File: src/rtl/shift_rows_pipe.sv
// shift_rows_pipe: Rijndael ShiftRows / InvShiftRows for NB = 4/6/8
// with a bubble-collapsing valid/ready register pipeline.
module shift_rows_pipe #(
  parameter int NB     = 4,
  parameter int STAGES = 1
) (
  input  logic              clk,
  input  logic              rst,
  input  logic              in_valid,
  output logic              in_ready,
  input  logic              in_inv,
  input  logic [0:32*NB-1]  in_data,
  output logic              out_valid,
  input  logic              out_ready,
  output logic              out_inv,
  output logic [0:32*NB-1]  out_data
);

  localparam int W = 32 * NB;

  if (!(NB == 4 || NB == 6 || NB == 8)) begin : g_bad_nb
    $error("shift_rows_pipe: NB must be 4, 6 or 8");
  end
  if (STAGES < 1 || STAGES > 4) begin : g_bad_stages
    $error("shift_rows_pipe: STAGES must be 1..4");
  end

  logic [0:W-1] fwd;
  logic [0:W-1] bwd;
  logic [0:W-1] perm;

  for (genvar c = 0; c < NB; c++) begin : g_col
    for (genvar r = 0; r < 4; r++) begin : g_row
      localparam int SH = (NB == 8 && r >= 2) ? r + 1 : r;
      localparam int FS = (c + SH) % NB;
      localparam int BS = (c - SH + NB) % NB;
      assign fwd[8*(4*c+r) +: 8] = in_data[8*(4*FS+r) +: 8];
      assign bwd[8*(4*c+r) +: 8] = in_data[8*(4*BS+r) +: 8];
    end
  end

  assign perm = in_inv ? bwd : fwd;

  logic [0:W-1]      data_q [STAGES];
  logic [STAGES-1:0] inv_q;
  logic [STAGES-1:0] vld_q;
  logic [STAGES-1:0] load;

  logic [0:W-1]      src_d [STAGES];
  logic [STAGES-1:0] src_v;
  logic [STAGES-1:0] src_i;

  assign src_d[0] = perm;
  assign src_v[0] = in_valid;
  assign src_i[0] = in_inv;

  for (genvar i = 1; i < STAGES; i++) begin : g_src
    assign src_d[i] = data_q[i-1];
    assign src_v[i] = vld_q[i-1];
    assign src_i[i] = inv_q[i-1];
  end

  // A stage advances if out_ready or any stage at/after it is empty.
  always_comb begin
    load = '0;
    for (int i = 0; i < STAGES; i++) begin
      load[i] = out_ready;
      for (int j = i; j < STAGES; j++) begin
        if (!vld_q[j]) load[i] = 1'b1;
      end
    end
  end

  always_ff @(posedge clk or negedge rst) begin
    if (!rst) begin
      vld_q <= '0;
      inv_q <= '0;
      for (int i = 0; i < STAGES; i++) data_q[i] <= '0;
    end else begin
      for (int i = 0; i < STAGES; i++) begin
        if (load[i]) begin
          vld_q[i] <= src_v[i];
          if (src_v[i]) begin
            data_q[i] <= src_d[i];
            inv_q[i]  <= src_i[i];
          end
        end
      end
    end
  end

  assign in_ready  = load[0];
  assign out_valid = vld_q[STAGES-1];
  assign out_inv   = inv_q[STAGES-1];
  assign out_data  = data_q[STAGES-1];

endmodule
File: config.mk
export PLATFORM = sky130hd
export DESIGN_NAME = shift_rows_pipe
export DESIGN_NICKNAME = d
export VERILOG_FILES = /design/src/rtl/shift_rows_pipe.sv
export SDC_FILE = /design/constraint.sdc
export NUM_CORES = 1
export LEC_CHECK = 0
export CELL_PAD_IN_SITES_DETAIL_PLACEMENT = 1
export CELL_PAD_IN_SITES_GLOBAL_PLACEMENT = 2
export CORE_ASPECT_RATIO = 2
export CORE_UTILIZATION = 26
export DETAILED_ROUTE_END_ITERATION = 16
export HOLD_SLACK_MARGIN = 0.15
export PLACE_DENSITY = 0.79
export SYNTH_ARGS = -nofsm -noshare
export SYNTH_HDL_FRONTEND = slang
export SYNTH_SLANG_ARGS = --single-unit
export TNS_END_PERCENT = 30
File: constraint.sdc
create_clock -name clk -period 1.45 [get_ports clk]
set_input_delay 0.29 -clock clk [delete_from_list [all_inputs] [get_ports clk]]
set_output_delay 0.29 -clock clk [all_outputs]
set_load 0.03 [all_outputs]
# Yosys cells after proc, flatten, opt, wreduce, memory -nomap -nowiden
# Cells that the tools add are included.
# totals
ff_bits	130
in_bits	133
out_inout_bits	131
# classes
n_mux	2
reduce_logical	1
# op_table
op	count
2-to-1 mux 120 bit	1
AND reduction 2 bit	1
2-to-1 mux 1 bit	1

# Logic depth before layout (Yosys ltp)
# logic_depth
word_depth	2
depth_mapped	6
depth_no_buf	3

# Least setup slack after synthesis
# OpenSTA, ideal clock, no wires.
# synth_timing
path_kind	register to register
start	register vld_q, in the netlist out_valid
end	register data_q, in the netlist out_data[100]
setup_ns	0.125
t_arrival_ns	1.399
required_ns	1.325
setup_slack_ns	-0.074
stages_incl_launch_ff	7
path_cell_list	dfrtp_1 nand2b_1 buf_2 nand2_1 buf_6 buf_8 mux2_4
# synth_via
elab_chain_len	2
# synth_lines
element	line_no	rtl
start: declaration	46	logic [STAGES-1:0] vld_q;
start signal: indexed assignment	82	vld_q[i] <= src_v[i];
2-to-1 mux 1 bit	69	if (!vld_q[j]) load[i] = 1'b1;
AND reduction 2 bit (no line)	n/a	
end signal: indexed assignment	84	data_q[i] <= src_d[i];
end: declaration	44	logic [0:W-1] data_q [STAGES];
# Every way passes these cells.
# A chain may end at the register's enable or synchronous reset.

# Worst setup path in the final report
# layout_timing
start	register vld_q, in the netlist out_valid
end	output port in_ready
# layout_via
elab_chain_len	1
# layout_lines
element	line_no	rtl
2-to-1 mux 1 bit	69	
end: declaration	10	output logic in_ready,
# Every way passes these cells.

==> impl_metrics.py <==
metrics = {
    "synth": {
        "synth.cell_area_um2": 5800,
        "ys_seq_elements": 130,
        "synthCells": 433,
        "ys_warn_count": 0,
        "seq_area_frac_synth": 0.561,
        "synth.avg_cell_area_um2": 13.4,
        "synth_cell_types": 14,
        "synth_nets": 566,
    },
    "worst_setup_path": {
        "cp.arrival_ns": 1.19,
        "setup.worst_path.class": "reg2out",
        "cp.required_ns": 1.16,
        "worst_r2r_startpoint": "out_valid",
        "r2r-end": "out_data[82]",
        "cp-end-kind": "output port",
        "critPathMaxFanout": 4,
        "worst_r2r_path_depth": 5,
        "startpoint_type": "register",
        "r2r_slack_ns": -0.02,
    },
    "sta": {
        "setup_ws_ns": -0.0338,
        "tightest_slew_ns": 0.615,
        "slew_headroom": 0.590,
        "clock_skew_ns": 0.0107,
        "fmax_mhz": 674,
        "rsz0062_at_grt": "yes",
        "setup_tns_ns": -0.0988,
        "period_share": 1.02,
        "min_period_ns": 1.48,
        "setup_viol": 15,
        "maxSlewViolCount": 0,
        "hold_violations": 0,
    },
    "power": {
        "leakagePower_uw": 0.00426,
        "cellPowerDensity_nw_per_um2": 1370,
        "peakVddDrop_v": 0.000844,
    },
    "global_routing": {
        "grt_pass1_wl_um": 29600,
        "gr-total-overflow": 0,
        "grt_pass1_vias": 5259,
        "grt_antenna_before_repair": 2,
        "grt_max_degree": 130,
        "track_usage": 0.176,
    },
    "clocking": {
        "cts_root_buf": "clkbuf_16",
        "htreeDepth": 4,
        "insertion_delay_ns": 0.44,
        "cts_buffer_depth": 2,
        "numCtsBuffers": 17,
        "clk_pin_slew_ns": 0.06,
        "cts_tree": "built",
        "cts.sinks": 130,
    },
    "min_path": {
        "hp-class": "in2async",
    },
    "route": {
        "drc": 0,
        "drtIter0Drc": 143,
        "via_count": 4702,
        "wire_per_inst_um": 19.9,
        "routed_wl_um": 19700,
        "ant_nets": 0,
        "vias_per_cell": 4.75,
        "first_pass_iters": 4,
    },
    "outcome": {
        "violations": "negative setup slack",
        "status": "finished with violations",
    },
    "layout": {
        "fillers": 2283,
        "drive_gt1_frac": 0.364,
        "final_cell_mix": "clkdlybuf4s50_1, dfrtp_1, clkdlybuf4s15_2",
        "post-route-util": 0.445,
        "area_growth_pct": 68.6,
        "nets": 831,
    },
    "floorplanning": {
        "ios": 264,
        "core_um2": 22000,
        "die_h_um": 213,
        "die-width_um": 108,
        "rows": 77,
        "initial_core_util": 0.264,
        "die_area_um2": 23000,
    },
    "placed_design": {
        "place_congestion": 0.780,
        "numPortBuffers": 263,
        "place_hpwl_um": 14200,
    },
    "job": {
        "cap_violations": 0,
    },
}
## flip-flops by register name (all words and copies together) (netlist names)
signal,flops
out_valid,1
out_inv,1
out_data,128
## worst max-delay path, stage by stage, from the launching register on
cell and delay [ns]:
dfrtp_2 0.42, nand2b_4 0.10, buf_12 0.12, buf_8 0.11
## metal layers
metal | up-vias | part of all wire | track usage
met3 | 39 | 0.061 | 0.0580
li1 | 2140 | - | -
met5 | - | 0 | 0
met1 | 2327 | 0.35 | 0.171
met2 | 196 | 0.55 | 0.324
met4 | 0 | 0.037 | 0.0912
## area by class of cell
cell class	instances	area [um2]	area share
diodes	2	5.00	0.000511
well taps	276	345	0.0353
clock buffers	19	453	0.0463
repair buffers	289	3180	0.325
clock inverters	13	231	0.0237
flip-flops and latches	130	3250	0.333
multi-input cells	260	2320	0.237
## through the flow
stage               instance area, um2  power (uW)  std cells  setup slack [ns]  hold slack (ns)
floorplan                         5810        6550        433            0.0152         -0.00559
global placement                  8960        8530        952            -0.242            0.184
detailed placement                8960        8640        952            -0.293            0.191
CTS                               9740       13600        985           -0.0866            0.275
global route                      9790       14000        989           -0.0820            0.322
finish                            9790       13400        989           -0.0338            0.299
## how the worst max path moves through the flow
stage | end | start | slack, ns
after floorplan | out_data[100] | out_valid | 0.02
after global placement | out_data[14] | out_ready | -0.24
after detailed placement | out_data[45] | out_ready | -0.29
after CTS | in_ready | out_valid | -0.09
after global routing | in_ready | out_valid | -0.08
final | in_ready | out_valid | -0.03
## power breakdown
part           internal, uW  switching [uW]  leakage (uW)
registers              4160             351       0.00148
clock network          3310            1730      0.000317
logic                  1810            2080       0.00247
## synthesized netlist by cell type (all sizes together)
master	number	area, um2
mux2i	64	641
nand2b	2	12.5
mux2	65	920
a21oi	64	320
dfrtp	130	3250
clkbuf	17	63.8
nand2	1	3.75
a31oi	64	400
buf	26	189
## what timing repair did
| item | 4_1_cts | 5_1_grt |
|---|---|---|
| hold buffers | 1 | 0 |
| endpoints found under the hold margin | 130 | 0 |
| setup endpoints to repair | 119 | 76 |
| buffers inserted | 1 | 1 |
| gates resized for setup | 378 | 5 |
| gates cloned | 0 | 1 |
## logic make-up after synthesis
group | count (synthesis) | share of synthesized area
buffers and inverters | 43 | 0.0436
and+or+nand+nor | 3 | 0.00280
AOI/OAI and AO/OA | 128 | 0.124
muxes | 129 | 0.269
DFF | 130 | 0.561
Power figures use the tool's default switching activity.
